## src/rtl/cpu_sequencer.sv

```systemverilog
// rtl/cpu_sequencer.sv - multi-cycle FETCH/EXEC/MEM/WB control sequencer for the 8-bit CPU
//
// Owns the program counter, steps each instruction through FETCH, EXEC, optional
// MEM and WB, and turns level decodes into single-cycle write strobes.
//
// Ports:
//   clk, rst_n                 clock, synchronous active-low reset
//   run, step                  free-run level / single-instruction pulse
//   instr                      current instruction at pc
//   reg_write_in, flags_write_in, dm_write_in, is_mem_access   ControlUnit decodes
//   is_jump, is_jz, is_jnz, is_jl, is_jg                        jump decodes
//   zf, sf, of                 latched flags
//   pc                         program counter
//   ir_load, reg_write_en, flags_write_en, dm_write_en          one-cycle strobes
//   state, busy, halted        FSM state and status
//   retired                    completed-instruction counter
module cpu_sequencer #(
  parameter int             PC_W        = 8,
  parameter int             IW          = 16,
  parameter logic [4:0]     HALT_OPCODE = 5'b11111,
  parameter logic [PC_W-1:0] RESET_PC   = 8'h00,
  parameter int             CNT_W       = 16
) (
  input  logic             clk,
  input  logic             rst_n,
  input  logic             run,
  input  logic             step,
  input  logic [IW-1:0]    instr,
  input  logic             reg_write_in,
  input  logic             flags_write_in,
  input  logic             dm_write_in,
  input  logic             is_mem_access,
  input  logic             is_jump,
  input  logic             is_jz,
  input  logic             is_jnz,
  input  logic             is_jl,
  input  logic             is_jg,
  input  logic             zf,
  input  logic             sf,
  input  logic             of,
  output logic [PC_W-1:0]  pc,
  output logic             ir_load,
  output logic             reg_write_en,
  output logic             flags_write_en,
  output logic             dm_write_en,
  output logic [2:0]       state,
  output logic             busy,
  output logic             halted,
  output logic [CNT_W-1:0] retired
);

  typedef enum logic [2:0] {
    S_IDLE  = 3'd0,
    S_FETCH = 3'd1,
    S_EXEC  = 3'd2,
    S_MEM   = 3'd3,
    S_WB    = 3'd4,
    S_HALT  = 3'd5
  } state_t;

  state_t          state_q, state_d;
  logic            single_step_q, single_step_d;
  logic [PC_W-1:0] pc_q;
  logic [CNT_W-1:0] retired_q;
  logic            busy_q, halted_q;
  logic            taken;
  logic            is_halt;
  logic            ir_load_c, reg_we_c, flags_we_c, dm_we_c;

  // Only the opcode and jump-target fields are consumed here.
  logic unused_instr_bits;
  assign unused_instr_bits = ^instr[IW-6:PC_W];

  assign is_halt = (instr[IW-1:IW-5] == HALT_OPCODE);

  // Priority: unconditional jump first, then jz, jnz, jl, jg.
  always_comb begin
    taken = 1'b0;
    if (is_jump)     taken = 1'b1;
    else if (is_jz)  taken = zf;
    else if (is_jnz) taken = !zf;
    else if (is_jl)  taken = sf ^ of;
    else if (is_jg)  taken = !zf && !(sf ^ of);
  end

  always_comb begin
    state_d       = state_q;
    single_step_d = single_step_q;
    ir_load_c     = 1'b0;
    reg_we_c      = 1'b0;
    flags_we_c    = 1'b0;
    dm_we_c       = 1'b0;
    case (state_q)
      S_IDLE: begin
        if (run) begin
          state_d = S_FETCH;
        end else if (step) begin
          state_d       = S_FETCH;
          single_step_d = 1'b1;
        end
      end
      S_FETCH: begin
        ir_load_c = 1'b1;
        state_d   = S_EXEC;
      end
      S_EXEC: begin
        if (is_halt) begin
          state_d = S_HALT;
        end else begin
          flags_we_c = flags_write_in;
          state_d    = is_mem_access ? S_MEM : S_WB;
        end
      end
      S_MEM: begin
        dm_we_c = dm_write_in;
        state_d = S_WB;
      end
      S_WB: begin
        reg_we_c = reg_write_in;
        if (run && !single_step_q) begin
          state_d = S_FETCH;
        end else begin
          state_d       = S_IDLE;
          single_step_d = 1'b0;
        end
      end
      S_HALT: state_d = S_HALT;
      default: state_d = S_IDLE;
    endcase
  end

  // Strobes are combinational, so a reset cycle must mask them directly.
  assign ir_load        = ir_load_c  && rst_n;
  assign reg_write_en   = reg_we_c   && rst_n;
  assign flags_write_en = flags_we_c && rst_n;
  assign dm_write_en    = dm_we_c    && rst_n;

  always_ff @(posedge clk) begin
    if (!rst_n) begin
      state_q       <= S_IDLE;
      single_step_q <= 1'b0;
      pc_q          <= RESET_PC;
      retired_q     <= '0;
      busy_q        <= 1'b0;
      halted_q      <= 1'b0;
    end else begin
      state_q       <= state_d;
      single_step_q <= single_step_d;
      busy_q        <= (state_d == S_FETCH) || (state_d == S_EXEC) ||
                       (state_d == S_MEM)   || (state_d == S_WB);
      halted_q      <= (state_d == S_HALT);
      if (state_q == S_WB) begin
        pc_q      <= taken ? instr[PC_W-1:0] : pc_q + PC_W'(1);
        retired_q <= retired_q + CNT_W'(1);
      end
    end
  end

  assign pc      = pc_q;
  assign state   = state_q;
  assign busy    = busy_q;
  assign halted  = halted_q;
  assign retired = retired_q;

endmodule

```

## config.mk

```make
export PLATFORM = sky130hd
export DESIGN_NAME = cpu_sequencer
export DESIGN_NICKNAME = d
export VERILOG_FILES = /design/src/rtl/cpu_sequencer.sv
export SDC_FILE = /design/constraint.sdc
export NUM_CORES = 1
export LEC_CHECK = 0
export CORE_ASPECT_RATIO = 0.7
export CORE_UTILIZATION = 40
export CTS_BUF_LIST = sky130_fd_sc_hd__clkbuf_2 sky130_fd_sc_hd__clkbuf_4 sky130_fd_sc_hd__clkbuf_8
export CTS_CLUSTER_DIAMETER = 100
export DETAILED_ROUTE_END_ITERATION = 7
export GPL_TIMING_DRIVEN = 0
export PLACE_DENSITY = 0.84
export SLEW_MARGIN = 20
export SYNTH_ARGS = -nofsm -noshare
export SYNTH_HDL_FRONTEND = slang
export SYNTH_SLANG_ARGS = --single-unit
```

## constraint.sdc

```tcl
create_clock -name clk -period 1.55 [get_ports clk]
set_input_delay 0.155 -clock clk [delete_from_list [all_inputs] [get_ports clk]]
set_output_delay 0.155 -clock clk [all_outputs]
set_load 0.03 [all_outputs]
```

Word level (Yosys, flattened, before mapping) --
Index checks and enable logic that the tools add are counted.
Word-level totals: bits of input ports 32, register bits after elaboration 30, word-level logic and storage cells 59, output and inout port bits 33
Cells by class: equality and inequality tests 14, reductions and logical operators 15, bitwise operators 1, add/subtract/negate cells 2, multiplexer cells 21
Operators by type and width (count):
- one-hot mux 3 bit (6 select lines) | 1
- adder 16 x 1 -> 16 bit, second input constant | 1
- 2-to-1 mux 1 bit | 14
- == test 3 x 2 -> 1 bit, second input constant | 4
- == test 3 bit, second input constant | 4
- 2-to-1 mux 3 bit | 4
- adder 8 x 1 -> 8 bit, second input constant | 1
- 2-to-1 mux 8 bit | 1
- == test 3 x 1 -> 1 bit, second input constant | 2
- logical AND 1 bit | 6
- != test 2 bit, second input constant | 3
- == test 5 bit, second input constant | 1
- AND reduction 4 bit | 1
- logical NOT 1 bit | 3
- logical NOT 3 bit | 1
- logical OR 1 bit | 3
- one-hot mux 1 bit (2 select lines) | 1
- nonzero test 2 bit | 1
- bitwise XOR 1 bit | 1

Logic depth before layout (Yosys ltp) --
Gate-level depths: netlist (run 1).
depth after elaboration 9, gate-level depth with buffers 6, depth with buffers taken out 6

Worst setup path after synthesis (run 1) --
Ideal clock, no wire load.
kind register -> output, start point register state_q[0] (netlist: state[0]), end point output port ir_load, arrival 1.807 ns, cell stages (with the launch flop) 4, required time 1.395 ns, setup slack -0.412 ns, path buffers 1, path through dfxtp_1 -> buf_2 -> inv_1 -> nor4_1
Between the ends: cells in the longest elaborated chain, start to end 3
Ends and longest elaborated chain:
- start, declared | RTL line 61 | state_t state_q, state_d;
- start signal, assigned | RTL line 147 | state_q <= state_d;
- == test 3 x 1 -> 1 bit | RTL line 93 | case (state_q)
- 2-to-1 mux 1 bit | RTL line 93
- logical AND 1 bit | RTL line 133 | assign ir_load = ir_load_c && rst_n;
- end, declared | RTL line 42 | output logic ir_load,
No other way between the ends.

Worst setup path after layout (run 1) --
start point register state_q[0] (netlist: state[0]), end point register retired_q[7] (netlist: retired[7])
Between the ends: cells in the longest elaborated chain, start to end 1
Ends and longest elaborated chain:
- == test 3 bit | RTL line 152 | if (state_q == S_WB) begin
- end signal, assigned | RTL line 154 | retired_q <= retired_q + CNT_W'(1);
- end, declared | RTL line 64 | logic [CNT_W-1:0] retired_q;
No other way between the ends. A chain may end at the register's enable or synchronous reset.

==> metrics.txt, run 1 <==
outcome finished, final reports clean; # rows 18; share of cells above drive strength 1 0.1845; HPWL Detailed 2979 um; max-slew violations 0; CTS Hold Buffers Added 0; die height 54.86 um; starting density of the core 0.4349; Final period util 0.9844; global-route wire length before repair 7521 um; largest net degree at the start of global routing 11; critical path capture point type flip-flop; Total GRT Usage 0.2372; CP max FO 6; CTS clk-pin slew, worst paths 70 ps; area leader, netlist dfxtp_1; final wirelength 4689 um; top_reg_cell synth dfxtp_1; CP Data Required Time 1760 ps; die width 77.51 um; R2R setup slack 20 ps; vias in the first global route 1627; Core Util, Final 0.6922; Sw Share 0.2880; remaining antenna violation count after routing 0; Post-Syn Instances 197; Yosys cell types 39; Post-synth EDFFs 0; placed cell area 0.002310 mm2; Synth area leaders dfxtp_1 38%, nor2_1 5.2%, nand2_1 4.7%; M3 GR Usage 0.07833; syn avg cell area 8.104 um2; H-tree Lvls 2; CTS sink count 30; crit start category flip-flop; Placer Congestion 0.7881; share of power burned in registers 0.440; count leader, synth dfxtp_1; Final Skew 2.437 ps; Hold Crit Class input pin to flip-flop; GRT overflow 0; Synth Register Bits 30; clock buffer depth 2; Iteration-0 DRC Markers 81; Avg WL per Cell 14.61 um; gr busiest metal met2; Vias/cell 5.389; grt met1 use 0.2927; asr flop ratio synth 0; Worst-Margin Slew 478.6 ps; synthesized net count 231; worst path arrival time 1740 ps; core box area 0.003671 mm2; slew margin rel. 0.6809; power density cells 733.8 mW/mm2; CTS Buf Count 5; Root Buffer clkbuf_8; Final Power 0.001865 W; Area Overhead vs Synth 59.17%; leakage power 1.211 nW; max-capacitance violation count 0; final hold vios 0; maximum vdd drop 0.5278 mV; worst skew pair latency 290 ps; drt first pass iters 4; initial antenna violation count 0; internal power 0.001328 W; Max Fclk 0.6554 GHz; Synth top cells by count 30 x dfxtp_1, 22 x nor2_1, 20 x nand2_1; CTS tree built; PortBufs 60; ANT cells 0; clock network power share 0.367; switching power 0.0005371 W; Fillers 306; CP Class flip-flop to flip-flop; share of the synthesized area in the top cell type 0.3762; Nets 304; RSZ-0062 raised after global routing yes; DRC Markers 0; final setup violating endpoints 0; Gate power share 0.193; Syn. warnings 0; IO Pins 65; via count 1730; Seq/Total Area, Yosys 0.3762; post-layout min period 1526 ps; mapped cell area 0.001597 mm2; die area 0.004252 mm2; final instance area 0.002541 mm2; met2 GRT Util 0.3732
sequential cells by signal, indices dropped and copies added, names as in the netlist:
name,count
busy,1
state,3
retired,16
pc,8
single_step_q,1
halted,1
timing repair:
action,in CTS,in global routing
endpoints found under the setup margin,30,28
setup buffers,8,0
pin swaps,4,5
gates cloned,0,1
gates resized for setup,40,30
worst paths after layout:
check / from / endpoint / cells after the start
worst min register to register: retired[13] / retired[13] / 2
worst max register to register: state[0] / retired[7] / 5
worst min-delay path: rst_n / retired[13] / 3
worst max-delay path: state[0] / retired[7] / 5
area by class of cell:
class	instances	area [um2]	share of cell area
clock inverters	2	12.51	0.004924
multi-input cells	149	1001	0.3939
repair buffers	69	686.9	0.2703
clock buffers	6	82.58	0.03250
plain buffers	7	53.80	0.02117
inverters	8	31.28	0.01231
well taps	50	62.56	0.02462
flip-flops and latches	30	610.6	0.2403
power groups by stage:
stage,logic [W],clock network (W),registers [W]
floorplan,0.000150,0,0.000868
global placement,0.000333,0,0.000829
detailed placement,0.000337,0,0.000830
CTS,0.000370,0.000686,0.000812
global route,0.000387,0.000727,0.000824
finish,0.000360,0.000684,0.000821
cell usage in the layout, fill, tap and decap left out, types with 3 or more instances in the layout:
| cell type | n |
|---|---|
| clkdlybuf4s50_1 | 35 |
| dfxtp_1 | 24 |
| nor2_1 | 22 |
| nand2_1 | 19 |
| dlymetal6s2s_1 | 13 |
| nand3_1 | 12 |
| o21ai_0 | 9 |
| buf_4 | 8 |
| dlygate4sd2_1 | 8 |
| clkbuf_8 | 7 |
| inv_1 | 7 |
| xor2_1 | 7 |
| xnor2_1 | 6 |
| a21oi_1 | 6 |
| buf_6 | 5 |
| a31oi_1 | 5 |
| o221ai_1 | 5 |
| dfxtp_2 | 5 |
| nand4_1 | 4 |
| nor3_1 | 4 |
| and4_1 | 3 |
| nand2b_1 | 3 |
| mux2i_1 | 3 |
| and2_1 | 3 |
per-stage QoR:
stage,setup TNS (ps),instances,hold slack [ps],worst slack [ps]
after floorplan,-5.254,197,342.8,-5.254
after global placement,-4606,307,481.1,-634.7
after detailed placement,-4942,307,489.9,-584.6
after CTS,-48.47,323,265.8,-46.01
after global routing,-156.6,321,266.3,-91.17
final,0,321,221.2,24.22
critical path, stage by stage (launching register included):
cell and delay, ps:
dfxtp_2 360, nor3b_4 260, buf_6 180, nand4_4 150
or3_1 350, a21oi_1 160
logic make-up (layout without fill, tap and decap cells):
group                      count (synthesis)  after routing  synth area share
and+or+nand+nor                           97             97            0.3284
AOI/OAI and AO/OA                         34             34            0.1403
DFF                                       30             30            0.3762
buffers and inverters                     18             92           0.04937
xor gates and xnor gates                  13             13           0.07132
muxes                                      3              3           0.01881
adders and majority gates                  2              2           0.01567
metal layers:
layer / part of all wire / up-vias
li1: - / 853
met1: 0.44 / 785
met2: 0.46 / 80
met3: 0.077 / 12
met4: 0.022 / 0
met5: 0 / -
Note: power is estimated with default switching activity, not from simulation.
==> inputs of run 2 (changes only) <==
--- a/config.mk
+++ b/config.mk
@@ -6,6 +6,7 @@
 export NUM_CORES = 1
 export LEC_CHECK = 0
 export CORE_ASPECT_RATIO = 0.7
+export CORE_MARGIN = 4
 export CORE_UTILIZATION = 40
 export CTS_BUF_LIST = sky130_fd_sc_hd__clkbuf_2 sky130_fd_sc_hd__clkbuf_4 sky130_fd_sc_hd__clkbuf_8
 export CTS_CLUSTER_DIAMETER = 100
==> metrics.txt, run 2 (synthesis gave the netlist of run 1 again) <==
DRC Markers 0 (unchanged); share of cells above drive strength 1 0.1884 (+0.003904); CTS clk-pin slew, worst paths 70 ps (about the same); power density cells 732.6 mW/mm2 (-0.17%); vias in the first global route 1656 (+1.8%); Avg WL per Cell 14.64 um (+0.21%); starting density of the core 0.4349 (unchanged); r2r worst-path depth 6 (+1); met1 wire length 2136 um (+2.9%); die height 60.86 um (+11%); Final WS setup -23.17 ps (-47.38 ps); leakage power 1.187 nW (-2.0%); met2 wire len 2216 um (+3.0%); max-capacitance violation count 0 (unchanged); via count 1722 (-0.46%); CP Class flip-flop to output pin; crit start category flip-flop; CTS sink count 30 (unchanged); CTS Buf Count 5 (unchanged); final setup violating endpoints 2 (+2); worst path arrival time 1420 ps (-320 ps); die width 83.51 um (+7.7%); most frequent cells in the layout 35 x clkdlybuf4s50_1, 24 x dfxtp_1, 22 x nor2_1; core box area 0.003671 mm2 (unchanged); R2R setup slack 0 ps (-20 ps); Vias/cell 5.282 (-2.0%); initial antenna violation count 0 (unchanged); failing checks setup timing; max-slew violations 0 (unchanged); CTS Hold Buffers Added 0 (unchanged); global-route wire length before repair 7948 um (+5.7%); die area 0.005082 mm2 (+20%); Root Buffer clkbuf_8; max reg flops 16 (unchanged); remaining antenna violation count after routing 0 (unchanged); slew margin rel. 0.6933 (+0.01240); CTS tree built; worst skew pair latency 290 ps (about the same); Setup TNS -24.85 ps (-24.85 ps); Worst-Margin Slew 460.0 ps (-18.60 ps); drt first pass iters 5 (+1); Max Fclk 0.6357 GHz (-3.0%); Critical Path End reg_write_en; Iteration-0 DRC Markers 64 (-21%); top sig layer met4; reg-to-reg endpoint retired[9]; Final period util 1.015 (+0.03057); Final Skew 4.230 ps (+1.793 ps); final wirelength 4772 um (+1.8%); most common cell after layout, fill and taps aside clkdlybuf4s50_1; GRT overflow 0 (unchanged); PortBufs 60 (unchanged); Placer Congestion 0.8622 (+9.4%); maximum vdd drop 0.3427 mV (-35%); clock buffer depth 2 (unchanged); final hold vios 0 (unchanged); CP Data Required Time 1390 ps (-370 ps); ANT cells 0 (unchanged); Layout Cells excl Fill 326 (+1.6%); Total GRT Usage 0.1991 (-0.03815); CP max FO 5 (-1); Area Overhead vs Synth 59.95%; met3 routed WL 374 um (+4.2%); RSZ-0062 raised after global routing yes; Cells after DPL 307 (unchanged); outcome finished, violations left; H-tree Lvls 2 (unchanged); post-layout min period 1573 ps (+47.38 ps); largest net degree at the start of global routing 11 (unchanged); Nets 309 (+1.6%); critical path capture point type output pin; HPWL Detailed 3151 um (+5.8%); Hold Crit Class input pin to flip-flop; # rows 18 (unchanged); reg-to-reg startpoint state[1]; IO Pins 65 (unchanged); Critical path origin state[1]
run 2: cell types whose count changed in the layout (fill, tap and decap cells not counted), moves of 2 or more:
cell / before / now
and3_1: 1 / 3
and3_2: 2 / 0
nand3_2: 2 / 0
buf_6: 5 / 7
nand3_1: 12 / 14
dlymetal6s2s_1: 13 / 11
buf_4: 8 / 11
run 2: critical path, cell delays in order (launching register included):
cell	delay, ps
dfxtp_2	320
buf_6	130
nor3b_4	230
clkbuf_8	160
and3_4	160
buf_6	120
run 2: through the flow:
stage / total power [W] / util / instance area, um2 / setup WS (ps) / hold slack (ps)
2_1_floorplan: 0.001018 / - / 1647 / -5.254 / 342.8
6_report: 0.001871 / 0.6956 / 2554 / -23.17 / 238.7
5_1_grt: 0.001959 / 0.6956 / 2554 / -78.41 / 279.6
4_1_cts: 0.001861 / 0.6759 / 2481 / -45.69 / 229.9
3_3_place_gp: 0.001164 / 0.6292 / 2310 / -661.2 / 477.0
3_5_place_dp: 0.001168 / 0.6292 / 2310 / -662.1 / 482.2
run 2: what timing repair did:
item | in CTS | in global routing
cloned | 0 | 1
buffers inserted | 9 | 2
resized for setup | 43 | 20
pin swaps | 4 | 6
endpoints found under the setup margin | 30 | 31
run 2: layout make-up:
cell class              count  area [um2]
plain buffers               9       76.32
clock buffers               6       82.58
clock inverters             2       12.51
fillers                   304        1117
inverters                   8       31.28
multi-input cells         149       979.7
flip-flops and latches     30       610.6
well taps                  50       62.56
repair buffers             72       698.2
run 2: power breakdown:
part | internal (W) | leakage [nW] | total, W | switching [W]
Clock | 0.000356 | 0.0472 | 0.000676 | 0.000320
Sequential | 0.000794 | 0.246 | 0.000814 | 0.0000197
Combinational | 0.000190 | 0.894 | 0.000381 | 0.000191
run 2: worst min-delay path by stage:
stage | depth (start not counted) | slack, ps | end | from
after global placement | 2 | 480 | retired[13] | retired[13]
after CTS | 3 | 230 | retired[13] | rst_n
after global routing | 3 | 280 | retired[13] | rst_n
after floorplan | 2 | 340 | pc[0] | instr[0]
after detailed placement | 2 | 480 | retired[13] | retired[13]
final | 3 | 240 | retired[13] | rst_n
run 2: routing by layer:
| layer | track usage | vias up |
|---|---|---|
| met1 | 0.2461 | 788 |
| met4 | 0.05505 | 0 |
| met2 | 0.3356 | 71 |
| met5 | 0 | - |
| met3 | 0.07327 | 5 |
| li1 | - | 858 |
==> inputs of run 3 (changes only) <==
--- a/config.mk
+++ b/config.mk
@@ -10,6 +10,7 @@
 export CORE_UTILIZATION = 40
 export CTS_BUF_LIST = sky130_fd_sc_hd__clkbuf_2 sky130_fd_sc_hd__clkbuf_4 sky130_fd_sc_hd__clkbuf_8
 export CTS_CLUSTER_DIAMETER = 100
+export CTS_CLUSTER_SIZE = 28
 export DETAILED_ROUTE_END_ITERATION = 7
 export GPL_TIMING_DRIVEN = 0
 export PLACE_DENSITY = 0.84
==> results of run 3 <==
Same layout as run 2: the final DEF is identical, and so are final timing and power.
